## src/rtl/dht11_data_proc.sv

```systemverilog
// DHT11 sample post-processor: edge-detected capture, range check, 4-sample
// moving average, serial binary-to-BCD conversion, comfort flags with
// hysteresis, error counter and stale-data detection.
module dht11_data_proc #(
    parameter int unsigned STALE_TIMEOUT = 50000000,
    parameter int unsigned TEMP_HOT      = 30,
    parameter int unsigned TEMP_COLD     = 15,
    parameter int unsigned HUM_WET       = 80,
    parameter int unsigned HUM_DRY       = 30,
    parameter int unsigned HYST          = 2
) (
    input  logic        clk,
    input  logic        rst,
    input  logic        valid_in,
    input  logic [15:0] humidity_in,
    input  logic [15:0] temperature_in,
    output logic [7:0]  hum_avg,
    output logic [7:0]  temp_avg,
    output logic [11:0] hum_bcd,
    output logic [11:0] temp_bcd,
    output logic [3:0]  comfort,
    output logic        data_ready,
    output logic        stale,
    output logic [7:0]  err_count
);

    localparam int unsigned STALE_W = $clog2(STALE_TIMEOUT + 1);
    localparam logic [STALE_W-1:0] STALE_MAX = STALE_W'(STALE_TIMEOUT);
    localparam logic [7:0] HOT_SET  = 8'(TEMP_HOT);
    localparam logic [7:0] HOT_CLR  = 8'(TEMP_HOT - HYST);
    localparam logic [7:0] COLD_SET = 8'(TEMP_COLD);
    localparam logic [7:0] COLD_CLR = 8'(TEMP_COLD + HYST);
    localparam logic [7:0] WET_SET  = 8'(HUM_WET);
    localparam logic [7:0] WET_CLR  = 8'(HUM_WET - HYST);
    localparam logic [7:0] DRY_SET  = 8'(HUM_DRY);
    localparam logic [7:0] DRY_CLR  = 8'(HUM_DRY + HYST);

    typedef enum logic [2:0] {IDLE, ACCUM, CONV, CLASS, DONE} state_t;

    state_t              state, state_n;
    logic                valid_r, valid_r2;
    logic [15:0]         data_r;
    logic                pend_valid;
    logic [15:0]         pend_data;
    logic [15:0]         cap;
    logic [7:0]          win_h [4];
    logic [7:0]          win_t [4];
    logic                win_full;
    logic [7:0]          sh_h, sh_t;
    logic [11:0]         wk_h, wk_t;
    logic [2:0]          bit_cnt;
    logic [STALE_W-1:0]  stale_cnt;

    logic                sample_evt_c;
    logic                sel_valid_c, sel_ok_c, accept_c, reject_c;
    logic [15:0]         sel_data_c;
    logic [7:0]          nwin_h_c [4];
    logic [7:0]          nwin_t_c [4];
    logic [9:0]          sum_h_c, sum_t_c;
    logic [11:0]         step_h_c, step_t_c;
    logic [3:0]          comfort_n_c;
    logic [STALE_W-1:0]  stale_cnt_n_c;
    logic                unused_frac;

    // Decimal bytes of the sensor are not used
    assign unused_frac = ^{humidity_in[7:0], temperature_in[7:0]};

    // One shift-add-3 double-dabble step over three BCD digits
    function automatic logic [11:0] dd_step(input logic [11:0] bcd, input logic msb);
        logic [11:0] adj;
        adj = bcd;
        for (int d = 0; d < 3; d++) begin
            if (adj[4*d +: 4] >= 4'd5) adj[4*d +: 4] = adj[4*d +: 4] + 4'd3;
        end
        return 12'({adj, msb});
    endfunction

    // Register raw valid and integer bytes for edge detection
    always_ff @(posedge clk or posedge rst) begin
        if (rst) begin
            valid_r  <= 1'b0;
            valid_r2 <= 1'b0;
            data_r   <= '0;
        end else begin
            valid_r  <= valid_in;
            valid_r2 <= valid_r;
            data_r   <= {humidity_in[15:8], temperature_in[15:8]};
        end
    end

    // Sample selection and range check; a fresh event beats a pending one
    always_comb begin
        sample_evt_c = valid_r & ~valid_r2;
        sel_valid_c  = sample_evt_c | pend_valid;
        sel_data_c   = sample_evt_c ? data_r : pend_data;
        sel_ok_c     = (sel_data_c[15:8] <= 8'd100) && (sel_data_c[7:0] <= 8'd50);
        accept_c     = (state == IDLE) && sel_valid_c && sel_ok_c;
        reject_c     = (state == IDLE) && sel_valid_c && !sel_ok_c;
    end

    // Next window contents and sums for the averaging step
    always_comb begin
        for (int i = 0; i < 4; i++) begin
            nwin_h_c[i] = cap[15:8];
            nwin_t_c[i] = cap[7:0];
        end
        if (win_full) begin
            for (int i = 1; i < 4; i++) begin
                nwin_h_c[i] = win_h[i-1];
                nwin_t_c[i] = win_t[i-1];
            end
        end
        sum_h_c = 10'(nwin_h_c[0]) + 10'(nwin_h_c[1]) + 10'(nwin_h_c[2]) + 10'(nwin_h_c[3]);
        sum_t_c = 10'(nwin_t_c[0]) + 10'(nwin_t_c[1]) + 10'(nwin_t_c[2]) + 10'(nwin_t_c[3]);
        step_h_c = dd_step(wk_h, sh_h[7]);
        step_t_c = dd_step(wk_t, sh_t[7]);
    end

    // Comfort flags with hysteresis; opposite flags are mutually exclusive
    always_comb begin
        comfort_n_c = comfort;
        if (temp_avg >= HOT_SET)       comfort_n_c[3] = 1'b1;
        else if (temp_avg < HOT_CLR)   comfort_n_c[3] = 1'b0;
        if (temp_avg <= COLD_SET)      comfort_n_c[2] = 1'b1;
        else if (temp_avg > COLD_CLR)  comfort_n_c[2] = 1'b0;
        if (hum_avg >= WET_SET)        comfort_n_c[1] = 1'b1;
        else if (hum_avg < WET_CLR)    comfort_n_c[1] = 1'b0;
        if (hum_avg <= DRY_SET)        comfort_n_c[0] = 1'b1;
        else if (hum_avg > DRY_CLR)    comfort_n_c[0] = 1'b0;
        if (comfort_n_c[3]) comfort_n_c[2] = 1'b0;
        if (comfort_n_c[1]) comfort_n_c[0] = 1'b0;
    end

    // Stale counter: clears on accepted sample, otherwise saturates
    always_comb begin
        stale_cnt_n_c = stale_cnt;
        if (accept_c)                    stale_cnt_n_c = '0;
        else if (stale_cnt != STALE_MAX) stale_cnt_n_c = stale_cnt + STALE_W'(1);
    end

    // FSM next state
    always_comb begin
        state_n = state;
        case (state)
            IDLE:    if (accept_c) state_n = ACCUM;
            ACCUM:   state_n = CONV;
            CONV:    if (bit_cnt == 3'd7) state_n = CLASS;
            CLASS:   state_n = DONE;
            DONE:    state_n = IDLE;
            default: state_n = IDLE;
        endcase
    end

    // FSM state register
    always_ff @(posedge clk or posedge rst) begin
        if (rst) state <= IDLE;
        else     state <= state_n;
    end

    // Pending slot, capture, error and stale bookkeeping
    always_ff @(posedge clk or posedge rst) begin
        if (rst) begin
            pend_valid <= 1'b0;
            pend_data  <= '0;
            cap        <= '0;
            err_count  <= '0;
            stale_cnt  <= '0;
            stale      <= 1'b0;
        end else begin
            if (state != IDLE) begin
                if (sample_evt_c) begin
                    pend_valid <= 1'b1;
                    pend_data  <= data_r;
                end
            end else if (sel_valid_c) begin
                pend_valid <= 1'b0;
            end
            if (accept_c) cap <= sel_data_c;
            if (reject_c && err_count != 8'hFF) err_count <= err_count + 8'd1;
            stale_cnt <= stale_cnt_n_c;
            stale     <= (stale_cnt_n_c == STALE_MAX);
        end
    end

    // Averaging window, BCD conversion, classification and ready pulse
    always_ff @(posedge clk or posedge rst) begin
        if (rst) begin
            for (int i = 0; i < 4; i++) begin
                win_h[i] <= '0;
                win_t[i] <= '0;
            end
            win_full   <= 1'b0;
            hum_avg    <= '0;
            temp_avg   <= '0;
            sh_h       <= '0;
            sh_t       <= '0;
            wk_h       <= '0;
            wk_t       <= '0;
            bit_cnt    <= '0;
            hum_bcd    <= '0;
            temp_bcd   <= '0;
            comfort    <= '0;
            data_ready <= 1'b0;
        end else begin
            data_ready <= (state == CLASS);
            case (state)
                ACCUM: begin
                    for (int i = 0; i < 4; i++) begin
                        win_h[i] <= nwin_h_c[i];
                        win_t[i] <= nwin_t_c[i];
                    end
                    win_full <= 1'b1;
                    hum_avg  <= 8'(sum_h_c >> 2);
                    temp_avg <= 8'(sum_t_c >> 2);
                    sh_h     <= 8'(sum_h_c >> 2);
                    sh_t     <= 8'(sum_t_c >> 2);
                    wk_h     <= '0;
                    wk_t     <= '0;
                    bit_cnt  <= '0;
                end
                CONV: begin
                    sh_h    <= {sh_h[6:0], 1'b0};
                    sh_t    <= {sh_t[6:0], 1'b0};
                    wk_h    <= step_h_c;
                    wk_t    <= step_t_c;
                    bit_cnt <= bit_cnt + 3'd1;
                    if (bit_cnt == 3'd7) begin
                        hum_bcd  <= step_h_c;
                        temp_bcd <= step_t_c;
                    end
                end
                CLASS: comfort <= comfort_n_c;
                default: ;
            endcase
        end
    end

endmodule

```

## config.mk

```make
export PLATFORM = sky130hd
export DESIGN_NAME = dht11_data_proc
export DESIGN_NICKNAME = d
export VERILOG_FILES = /design/src/rtl/dht11_data_proc.sv
export SDC_FILE = /design/constraint.sdc
export NUM_CORES = 1
export LEC_CHECK = 0
export ABC_AREA = 1
export BUFFER_PORTS_ARGS = -buffer_cell sky130_fd_sc_hd__buf_2
export CAP_MARGIN = 10
export CORE_ASPECT_RATIO = 1.75
export CORE_MARGIN = 5
export CORE_UTILIZATION = 60
export CTS_CLUSTER_DIAMETER = 50
export DETAILED_ROUTE_END_ITERATION = 10
export HOLD_SLACK_MARGIN = 0.03
export PLACE_DENSITY = 0.8
export SETUP_SLACK_MARGIN = 0.4
export SYNTH_ARGS = -nofsm -noshare
export SYNTH_HDL_FRONTEND = slang
export SYNTH_SLANG_ARGS = --single-unit
```

## constraint.sdc

```tcl
create_clock -name clk -period 7.55 [get_ports clk]
set_input_delay 0.755 -clock clk [delete_from_list [all_inputs] [get_ports clk]]
set_output_delay 0.755 -clock clk [all_outputs]
set_load 0.02 [all_outputs]
```

==> reports/qor.yml, run 1 <==
status: "complete, no violations"
power_per_cell_area_nw_per_um2: 372.3
starting_density: 0.6088
final_core_util: 0.6775
synth_top_cell_by_area: "dfrtp_1"
number_of_synthesized_flops_with_an_enable_pin: 0
clk_transition_reported_paths_ns: 0.06
cts_tree: "built"
dieHeight_um: 192.0
ys.flop_type: "dfrtp_1"
yosysUniqueCellTypes: 41
critical_path.max_stage_delay_ns: 0.50
vias_per_cell: 5.348
totalWireLength_um: 23350
chipWidth_um: 114.0
yosys-top-cells-area: "dfrtp_1 (50%), nand2_1 (10%), o21ai_0 (6.7%)"
cts_root_buffer: "clkbuf_16"
ctsHoldBuffers: 0
fin_tns_setup_ns: 0
grt.total_usage: 0.2191
tritoncts.num_buffers: 22
core_um2: 18660
drt_first_iter_violations: 586
avgSynthCellArea_um2: 8.654
drt.antenna.violating_nets: 0
synth_most_common_cell: "nand2_1"
fin_hold_ws_ns: 0.3558
cp_data_arrival_time_ns: 4.39
yosys_register_bits: 226
finalWorstPathRequiredPeriod_ns: 3.974
final_worst_path_cycle_share: 0.5264
end_kind: "register"
grt_first_pass_wirelength_um: 40040
hold_path_class: "input port to register"
placementRows: 66
synth_commonest_cells: "nand2_1 (310), dfrtp_1 (226), inv_1 (194)"
report.final.hold_viol_count: 0
postCtsSetupBuffers: 0
cts_resized: 0
setup_repair_after_global_routing_missed_its_margin: "no"
synth-async-reset-ratio: 1.000
peakVddDrop_mv: 0.2050
drv_cap: 0
worstSetupPathType: "register to register"
grt_max_degree: 150
worst_setup_path_start_kind: "register"
series_of_cell_instances_along_the_critical_path: "buf_4 > nor2_1 > a21oi_1 > fa_1 > fa_1 > nor2_1 > nand2_1 > fa_1 > o21ai_0 > nand2_1 > nand2_1 > a21oi_1 > nor2_1 > o21ai_0 > nand2_1 > nand2_1 > o21ai_0"
crit_path_frequent_cell: "nand2_1"
hpwlAfterDp_um: 16080
num_vias: 8707
io_buffer_count: 72
cp_max_fo: 62
grt_pass1_vias: 9024
setup_viol: 0
reg2reg_setup_slack_ns: 3.58
worst_pin_slew_ns: 1.029
endpoint_required_time_on_the_critical_path_ns: 7.97
htree_num_levels: 1
num_antenna_cells: 0
cts_max_path_buffers: 3
synthesis.area_um2: 11360
tritoncts_num_sinks: 226
detailedRoute.firstPassIterationCount: 5
routabilityCongestion: 0.9480
avgRoutedWirePerCell_um: 14.34
filler_cell_count: 1504
nNetsFinal: 1473
drive_above_1_share: 0.09928
synth_largest_type_area_fraction: 0.4977
skew_ns: 0.01908
ys_seq_area_frac: 0.4977
initial_antenna_violation_count: 0
grt_overflow: 0
synth.yosys.warnings: 0
drc: 0
timing.max_slew.rel_slack: 0.3095
netlist_instances: 1313
clock_latency_ns: 0.51
cellLeakagePower_uw: 0.006336
ios: 89
fmax_mhz: 251.6
die_area_um2: 21900
synthToLayoutAreaGrowth_pct: 11.28
slowest_stage: "fa_1"
synth_fp_nets: 1411
final-max-slew-violation-count: 0
==> path summary, 6_finish.rpt <==
check	from	to	cells past startpoint
min in group asynchronous	rst	data_ready$_DFF_PP0_	2
hold reg to reg	temp_bcd[10]$_DFFE_PP0P_	temp_bcd[10]$_DFFE_PP0P_	2
hold / removal	humidity_in[12]	data_r[12]$_DFF_PP0_	1
setup reg to reg	win_full$_DFFE_PP0P_	hum_avg[7]$_DFFE_PP0P_	17
setup / recovery	win_full$_DFFE_PP0P_	hum_avg[7]$_DFFE_PP0P_	17
max in group asynchronous	rst	stale_cnt[23]$_DFF_PP0_	3
==> critical path, delay by kind of cell, from the launching register on <==
kind	cells	cell delay (ns)
buf+inv	1	0.49
fa+ha+maj	3	1.39
compound gates	5	0.85
simple gates	8	0.85
flops	1	0.33
==> routing by layer <==
layer	track usage	share of wire	routed length, um
met5	0	0	0
met4	0.08276	0.032	743
met3	0.02459	0.036	847
met2	0.4183	0.55	12770
met1	0.2453	0.39	8991
==> stage by stage <==
| step | power (uW) | area [um^2] | instances | worst slack (ns) |
|---|---|---|---|---|
| after floorplan | 3147 | 11360 | 1313 | 0.6038 |
| after global placement | 3508 | 11890 | 1588 | 3.759 |
| after detailed placement | 3609 | 11890 | 1588 | 3.617 |
| after CTS | 4743 | 12620 | 1627 | 3.599 |
| after global routing | 5110 | 12640 | 1628 | 3.224 |
| final | 4707 | 12640 | 1628 | 3.576 |
==> placed cells by master, fill, tap and decap left out, drive strengths merged, types with 10 or more instances in the layout <==
cell type  netlist  layout
nand2          312     312
dfrtp          226     226
inv            195     196
o21ai          152     152
nor2            83      83
buf              9      81
a21oi           68      68
nand3           37      37
clkbuf          34      33
fa              32      32
ha              31      31
xor2            29      29
o22ai           23      23
nor3            18      18
or2             14      14
nand4           10      10
==> final cells by class <==
| type | instances | area (um^2) | area share |
|---|---|---|---|
| repair buffers | 81 | 447.9 | 0.03543 |
| multi-input cells | 846 | 4765 | 0.3768 |
| well taps | 238 | 297.8 | 0.02355 |
| clock inverters | 6 | 63.81 | 0.005047 |
| inverters | 198 | 750.7 | 0.05938 |
| clock buffers | 33 | 663.1 | 0.05245 |
| flip-flops and latches | 226 | 5655 | 0.4473 |
==> report_power, final <==
group	internal [uW]	leakage (uW)	switching, uW
clock	642	0.000352	458
combinational	687	0.00300	1210
sequential	1520	0.00298	189
total	2850	0.00634	1860
==> flip-flops by register name, summed over array words and instances, names as in the netlist <==
| register | cells |
|---|---|
| stale | 1 |
| win_h | 24 |
| state | 3 |
| err_count | 8 |
| wk_t | 12 |
| hum_avg | 8 |
| valid_r2 | 1 |
| pend_valid | 1 |
| data_ready | 1 |
| temp_bcd | 12 |
| sh_t | 8 |
| cap | 16 |
| wk_h | 12 |
| pend_data | 16 |
| valid_r | 1 |
| hum_bcd | 12 |
| stale_cnt | 26 |
| bit_cnt | 3 |
| comfort | 4 |
| win_t | 24 |
| temp_avg | 8 |
| sh_h | 8 |
| data_r | 16 |
| win_full | 1 |
==> cells by family (layout without fill, tap and decap cells) <==
family	after synthesis	count (layout)	share of synthesized area
AOI/OAI and AO/OA	267	267	0.1270
muxes	2	2	0.001982
adders and majority gates	63	63	0.09052
and+or+nand+nor	477	477	0.1713
xor gates and xnor gates	37	37	0.02852
buffers and inverters	241	318	0.08292
DFF	226	226	0.4977
(Power assumes the default switching activity.)
==> inputs of run 2 (changes only) <==
CORE_UTILIZATION = 55   (was 60)
PLACE_DENSITY = 0.77   (was 0.8)
clock period = 3.45 ns   (was 7.55 ns; I/O delays follow)
==> run 2 against run 1 <==
Effect of this change:
- sequential cell count is the same
- final cell count rose by 2.8%
- setup slack worse by 3.5 ns
- clock skew decreased by 0.0098 ns
- power increased by 130%
- sequential share of layout area decreased by 2.3 points
- non-clock buffer count rose by 38
- critical path type unchanged
- critical endpoint is now sh_h[5]$_DFFE_PP0N_
- largest power group unchanged
- hold slack gained 0.12 ns
- final area up 5.5%
==> reports/qor.yml, run 2 (same netlist as run 1, synthesis figures left out) <==
largest_register: "stale_cnt"  # unchanged
layout_commonest_cell: "nand2_1"  # unchanged
cts_tree: "built"  # unchanged
cp_max_fo: 10  # was 62
status: "complete, no violations"  # unchanged
drt.antenna.violating_nets: 0  # unchanged
routabilityCongestion: 0.8990  # was 0.9480
grt_overflow: 0  # unchanged
io_buffer_count: 72  # unchanged
cts_max_path_buffers: 3  # unchanged
setup_repair_after_global_routing_missed_its_margin: "yes"  # was no
nNetsFinal: 1511  # was 1473
starting_density: 0.5577  # was 0.6088
hpwlAfterDp_um: 16980  # was 16080 um
power_per_cell_area_nw_per_um2: 811.9  # was 372.3 nW/um^2
totalWireLength_um: 24470  # was 23350 um
fin_hold_ws_ns: 0.4791  # was 0.3558 ns
core_um2: 20370  # was 18660 um^2
placementRows: 69  # was 66
p_comb_frac: 0.438  # was 0.404
report.final.hold_viol_count: 0  # unchanged
avgRoutedWirePerCell_um: 14.62  # was 14.34 um
finalPower_uw: 10820  # was 4707 uW
flip_flop_count_of_the_largest_register_after_layout: 26  # unchanged
setup_viol: 0  # unchanged
final_worst_path_cycle_share: 0.9660  # was 0.5264
post-route-cell-area_um2: 13330  # was 12640 um^2
timing.max_slew.rel_slack: 0.2964  # was 0.3095
chipWidth_um: 118.7  # was 114.0 um
vias_per_cell: 5.314  # was 5.348
ios: 89  # unchanged
registers_with_the_most_flip_flops: "stale_cnt (26), win_h (24), win_t (24)"  # unchanged
hold_path_class: "register to register"  # was input port to register
num_antenna_cells: 0  # unchanged
total_switching_power_uw: 4346  # was 1859 uW
peakVddDrop_mv: 0.4813  # was 0.2050 mV
drc: 0  # unchanged
placement.cell_area_um2: 12240  # was 11890 um^2
end_kind: "register"  # unchanged
worstSetupPathType: "register to register"  # unchanged
grt_first_pass_wirelength_um: 41300  # was 40040 um
cp_data_arrival_time_ns: 3.71  # was 4.39 ns
synthToLayoutAreaGrowth_pct: 17.34  # was 11.28%
clk_transition_reported_paths_ns: 0.06  # about the same
drv_cap: 0  # unchanged
dp_cells: 1609  # was 1588
cts_root_buffer: "clkbuf_16"  # unchanged
finalWorstPathRequiredPeriod_ns: 3.333  # was 3.974 ns
final_cell_mix: "nand2_1 (307), dfrtp_1 (225), inv_1 (193)"  # was nand2_1 (310), dfrtp_1 (226), inv_1 (193)
series_of_cell_instances_along_the_critical_path: "buf_12 > nor2_4 > a21oi_2 > fa_1 > fa_1 > nor2_2 > nand2_2 > fa_2 > o21ai_2 > nand2_1 > nand2_1 > a21oi_2 > nor2_2 > nor2_1 > nand2_1 > o221ai_1"  # was buf_4 > nor2_1 > a21oi_1 > fa_1 > fa_1 > nor2_1 > nand2_1 > fa_1 > o21ai_0 > nand2_1 > nand2_1 > a21oi_1 > nor2_1 > o21ai_0 > nand2_1 > nand2_1 > o21ai_0
grt_max_degree: 101  # was 150
cellLeakagePower_uw: 0.006558  # was 0.006336 uW
worst_setup_path_start_kind: "register"  # unchanged
p_seq_frac: 0.347  # was 0.363
num_vias: 8890  # was 8707
skew_ns: 0.009304  # was 0.01908 ns
final_core_util: 0.6544  # was 0.6775
worstPathBufferInverterCount: 1  # unchanged
fin_cells: 1673  # was 1628
grt_pass1_vias: 9180  # was 9024
clock_network_fraction_of_design_power: 0.215  # was 0.234
tritoncts.num_buffers: 22  # unchanged
final-max-slew-violation-count: 0  # unchanged
htree_num_levels: 1  # unchanged
cpLargestDelayFamily: "adder cells"  # unchanged
crit_path_frequent_cell: "nand2_1"  # unchanged
slowest_stage: "fa_1"  # unchanged
tritoncts_num_sinks: 226  # unchanged
drive_above_1_share: 0.1474  # was 0.09928
initial_antenna_violation_count: 0  # unchanged
dieHeight_um: 200.1  # was 192.0 um
die_area_um2: 23750  # was 21900 um^2
critical_path.max_stage_delay_ns: 0.57  # was 0.50 ns
endpoint_required_time_on_the_critical_path_ns: 3.82  # was 7.97 ns
fmax_mhz: 300.1  # was 251.6 MHz
detailedRoute.firstPassIterationCount: 7  # was 5
netSwitchingFraction: 0.4015  # was 0.3950
power_report.internal_total_uw: 6478  # was 2847 uW
drt_first_iter_violations: 442  # was 586
clock_latency_ns: 0.51  # about the same
worst_pin_slew_ns: 1.047  # was 1.029 ns
grt.total_usage: 0.2046  # was 0.2191
[run 2: changes by cell type in the layout (fill, tap and decap cells not counted), moves of 5 or more]
| cell | delta |
|---|---|
| ha_1 | -6 |
| a21oi_1 | -22 |
| o21ai_2 | +6 |
| o21ai_0 | -17 |
| buf_4 | +12 |
| dlygate4sd3_1 | +18 |
| nor2_4 | +9 |
| a21oi_2 | +18 |
| buf_12 | +5 |
| nor2_1 | -13 |
| o21ai_1 | +11 |
| ha_4 | +6 |
[run 2: what timing repair did]
action	CTS	global route
gates cloned	0	1
resized for setup	4	25
hold endpoints to repair	45	0
hold buffers	18	0
pin swaps	1	7
setup buffers	0	8
endpoints found under the setup margin	23	25
[run 2: layout make-up]
cell class                      instances  area [um^2]
Clock inverter                          6        57.56
Fill cell                            1667         7042
Tap cell                              248        310.3
Clock buffer                           30        631.9
Inverter                              198        747.0
Timing Repair Buffer                  119        859.6
Multi-Input combinational cell        846         5070
Sequential cell                       226         5657
[run 2: tightest hold or removal path, stage by stage (launching register included)]
cell and delay (ns):
dfrtp_1 0.34, nand2_1 0.06, nand2_1 0.05
[run 2: through the flow]
step                      setup slack, ns  TNS (ns)
after floorplan                    0.1530         0
after global placement             0.1878         0
after detailed placement           0.1268         0
after CTS                          0.1221         0
after global routing              -0.1111   -0.3238
final                              0.1172         0
[run 2: metal layers]
layer	track usage	routed length (um)	vias to the layer above
li1	-	-	4377
met1	0.2292	9442	4282
met2	0.3882	13450	176
met3	0.02483	838	55
met4	0.08164	735	0
met5	0	0	-
[run 2: power by group through the flow]
stage / logic [uW] / clock network, uW / registers, uW
6_report: 4740 / 2330 / 3760
5_1_grt: 5380 / 2500 / 3830
4_1_cts: 4630 / 2390 / 3740
3_5_place_dp: 4530 / 0 / 3770
3_3_place_gp: 4370 / 0 / 3750
2_1_floorplan: 3390 / 0 / 3820
[run 2: worst paths after layout]
kind                                 startpoint                        to  slack (ns)  cells past startpoint
setup reg to reg           win_full$_DFFE_PP0P_       sh_h[5]$_DFFE_PP0N_        0.12                     16
setup / recovery           win_full$_DFFE_PP0P_       sh_h[5]$_DFFE_PP0N_        0.12                     16
max in group asynchronous                   rst  pend_data[2]$_DFFE_PP0N_        2.01                      4
hold / removal              sh_h[0]$_DFFE_PP0N_       sh_h[0]$_DFFE_PP0N_        0.48                      2
min in group asynchronous                   rst    hum_avg[1]$_DFFE_PP0P_        0.50                      3
hold reg to reg             sh_h[0]$_DFFE_PP0N_       sh_h[0]$_DFFE_PP0N_        0.48                      2
==> inputs of run 3 (changes only) <==
ABC_AREA = 0   (was 1)
MAX_ROUTING_LAYER = met4   (was unset)
==> run 3 against run 2 <==
Effect of this change:
- the run now ends with negative setup slack left
- critical endpoint is now sh_t[5]$_DFFE_PP0N_
- final cell count decreased by 10%
- register-to-register slack got worse by 0.36 ns
- highest routed layer unchanged
- largest power group unchanged
- routed wire length is 3.9% lower
- power rose by 52%
- sequential cell count did not move
- synthesized area fell by 0.14%
- sequential share of layout area is 0.58 points lower
- final area increased by 1.4%
- non-clock buffer count grew 35
- synthesized cell count decreased by 15%
==> reports/qor.yml, run 3 <==
nNetsFinal: 1340  # was 1511
finalPower_uw: 16480  # was 10820 uW
drt_first_iter_violations: 456  # was 442
report.final.hold_viol_count: 0  # unchanged
drc: 0  # unchanged
initial_antenna_violation_count: 0  # unchanged
grt_overflow: 0  # unchanged
setup_repair_after_global_routing_missed_its_margin: "yes"  # unchanged
synth_most_common_cell: "dfrtp_1"  # was nand2_1
cp_max_fo: 7  # was 10
die_area_um2: 23710  # was 23750 um^2
drive_above_1_share: 0.2116  # was 0.1474
clk_transition_reported_paths_ns: 0.06  # about the same
ios: 89  # unchanged
registers_with_the_most_flip_flops: "stale_cnt (26), win_h (24), win_t (24)"  # unchanged
grt_first_pass_wirelength_um: 40190  # was 41300 um
end_kind: "register"  # unchanged
timing.max_slew.rel_slack: 0.4172  # was 0.2964
netlist_instances: 1121  # was 1313
synth_largest_type_area_fraction: 0.4985  # was 0.4977
detailedRoute.firstPassIterationCount: 4  # was 7
htree_num_levels: 1  # unchanged
ys_seq_area_frac: 0.4985  # was 0.4977
yosysUniqueCellTypes: 69  # was 41
cts_tree: "built"  # unchanged
drt.antenna.violating_nets: 0  # unchanged
tritoncts_num_sinks: 226  # unchanged
flip_flop_count_of_the_largest_register_after_layout: 26  # unchanged
endpoint_required_time_on_the_critical_path_ns: 3.83  # was 3.82 ns
number_of_synthesized_flops_with_an_enable_pin: 0  # unchanged
worst_setup_path_start_kind: "register"  # unchanged
synth_commonest_cells: "dfrtp_1 (226), nand2_1 (145), o21ai_0 (101)"  # was nand2_1 (310), dfrtp_1 (226), inv_1 (194)
synth.yosys.warnings: 0  # unchanged
failing_checks: "negative setup slack"
cts_max_path_buffers: 3  # unchanged
io_buffer_count: 72  # unchanged
grt.total_usage: 0.2037  # was 0.2046
cts_root_buffer: "clkbuf_16"  # unchanged
cp_data_arrival_time_ns: 4.08  # was 3.71 ns
synthesis.area_um2: 11350  # was 11360 um^2
starting_density: 0.5592  # was 0.5577
clock_latency_ns: 0.51  # about the same
ys.flop_type: "dfrtp_1"  # unchanged
placementRows: 69  # unchanged
tritoncts.num_buffers: 21  # was 22
power_per_cell_area_nw_per_um2: 1219  # was 811.9 nW/um^2
hpwlAfterDp_um: 16470  # was 16980 um
finalWorstPathRequiredPeriod_ns: 3.692  # was 3.333 ns
synth_fp_nets: 1219  # was 1411
synth-async-reset-ratio: 1.000  # unchanged
filler_cell_count: 1501  # was 1667
vias_per_cell: 5.617  # was 5.314
drv_cap: 0  # unchanged
grt_pass1_vias: 8762  # was 9180
avgSynthCellArea_um2: 10.12  # was 8.654 um^2
skew_ns: 0.01378  # was 0.009304 ns
totalWireLength_um: 23500  # was 24470 um
final_worst_path_cycle_share: 1.070  # was 0.9660
yosys_register_bits: 226  # unchanged
num_vias: 8453  # was 8890
largest_register: "stale_cnt"  # unchanged
routabilityCongestion: 0.8550  # was 0.8990
avgRoutedWirePerCell_um: 15.62  # was 14.62 um
worst_pin_slew_ns: 0.8722  # was 1.047 ns
status: "finished, violations left"  # was complete, no violations
num_antenna_cells: 0  # unchanged
final_cell_mix: "dfrtp_1 (225), nand2_1 (145), o21ai_0 (97)"  # was nand2_1 (307), dfrtp_1 (225), inv_1 (193)
dieHeight_um: 200  # was 200.1 um
yosys-top-cells-area: "dfrtp_1 (50%), fa_1 (5.6%), nand2_1 (4.8%)"  # was dfrtp_1 (50%), nand2_1 (10%), o21ai_0 (6.7%)
final-max-slew-violation-count: 0  # unchanged
hold_path_class: "register to register"  # unchanged
core_um2: 20290  # was 20370 um^2
fmax_mhz: 270.8  # was 300.1 MHz
worstSetupPathType: "register to register"  # unchanged
grt_max_degree: 72  # was 101
cellLeakagePower_uw: 0.006386  # was 0.006558 uW
setup_viol: 12  # was 0
peakVddDrop_mv: 0.9340  # was 0.4813 mV
final.setup.worst_slack_ns: -0.2424  # was 0.1172 ns
fin_tns_setup_ns: -1.590  # was 0 ns
layout_commonest_cell: "dfrtp_1"  # was nand2_1
synthToLayoutAreaGrowth_pct: 19.14  # was 17.34%
chipWidth_um: 118.6  # was 118.7 um
synth_top_cell_by_area: "dfrtp_1"  # unchanged
[run 3: cell types whose count changed in the layout (fill, tap and decap cells not counted), moves of 16 or more]
cell,previous run,this run
xnor2_1,8,24
mux2i_1,0,16
inv_1,193,67
o21ai_0,135,97
buf_4,20,57
nand2_1,307,145
mux2_2,2,25
a21oi_1,45,69
nand3_1,35,18
[run 3: worst paths after layout]
| path | start | endpoint | slack (ns) | cells after the start |
|---|---|---|---|---|
| max in group asynchronous | rst | temp_avg[1]$_DFFE_PP0P_ | 2.18 | 4 |
| worst max-delay path | win_full$_DFFE_PP0P_ | sh_t[5]$_DFFE_PP0N_ | -0.24 | 14 |
| worst max register to register | win_full$_DFFE_PP0P_ | sh_t[5]$_DFFE_PP0N_ | -0.24 | 14 |
| worst min-delay path | valid_r$_DFF_PP0_ | valid_r2$_DFF_PP0_ | 0.37 | 0 |
| min in group asynchronous | rst | wk_h[10]$_DFFE_PP0N_ | 0.50 | 3 |
| worst min register to register | valid_r$_DFF_PP0_ | valid_r2$_DFF_PP0_ | 0.37 | 0 |
[run 3: routing by layer]
layer / vias to the layer above / track usage / wire length, um
met5: - / - / 0
met4: 0 / 0.07987 / 841
met2: 154 / 0.3765 / 12880
met1: 4146 / 0.2232 / 8944
met3: 62 / 0.02284 / 837
li1: 4091 / - / -
[run 3: timing repair]
item,CTS,global route
setup buffers,3,7
resized for setup,17,36
gates cloned,0,0
hold buffers,18,0
hold endpoints to repair,42,0
pin swaps,10,12
setup endpoints to repair,28,28
[run 3: worst max-delay path, stage by stage (launching register included)]
cell and delay [ns]:
dfrtp_2 0.44, buf_12 0.15, buf_6 0.13, a21oi_4 0.15
fa_1 0.44, fa_1 0.49, or3_4 0.39, fa_2 0.37
nor2b_4 0.13, o21ai_2 0.08, a21oi_2 0.14, o21a_1 0.16
o21a_1 0.15, nor3_1 0.06, a221o_1 0.29
[run 3: per-stage QoR]
| stage | std cells | cell area (um^2) | setup WS (ns) | utilization | hold WS, ns |
|---|---|---|---|---|---|
| after floorplan | 1121 | 11440 | -0.1622 | - | 0.3465 |
| after global placement | 1439 | 12320 | -0.2075 | 0.6071 | 0.3578 |
| after detailed placement | 1439 | 12320 | -0.2524 | 0.6071 | 0.3581 |
| after CTS | 1498 | 13310 | -0.2274 | 0.6558 | 0.3771 |
| after global routing | 1505 | 13520 | -0.3814 | 0.6663 | 0.3909 |
| final | 1505 | 13520 | -0.2424 | 0.6663 | 0.3718 |
[run 3: area by class of cell]
type / count / area, um^2 / area share
inverters: 69 / 262.8 / 0.01944
clock inverters: 9 / 106.4 / 0.007867
multi-input cells: 770 / 5472 / 0.4048
flip-flops and latches: 226 / 5657 / 0.4185
well taps: 248 / 310.3 / 0.02295
repair buffers: 154 / 1095 / 0.08099
clock buffers: 29 / 615.6 / 0.04554
[run 3: logic make-up after synthesis]
family / share of synthesized area
AND/OR/NAND/NOR: 0.1545
AO/OA/AOI/OAI: 0.1393
buffers and inverters: 0.04422
XOR/XNOR: 0.03397
flip-flops: 0.4985
adder cells (fa/ha/maj): 0.09065
multiplexers: 0.03893
[run 3: power breakdown]
part / leakage (uW) / switching (uW) / internal [uW] / total, uW
clock network: 0.000361 / 1010 / 1410 / 2410
registers: 0.00292 / 675 / 3490 / 4170
logic: 0.00310 / 5180 / 4710 / 9900
total: 0.00639 / 6870 / 9610 / 16500
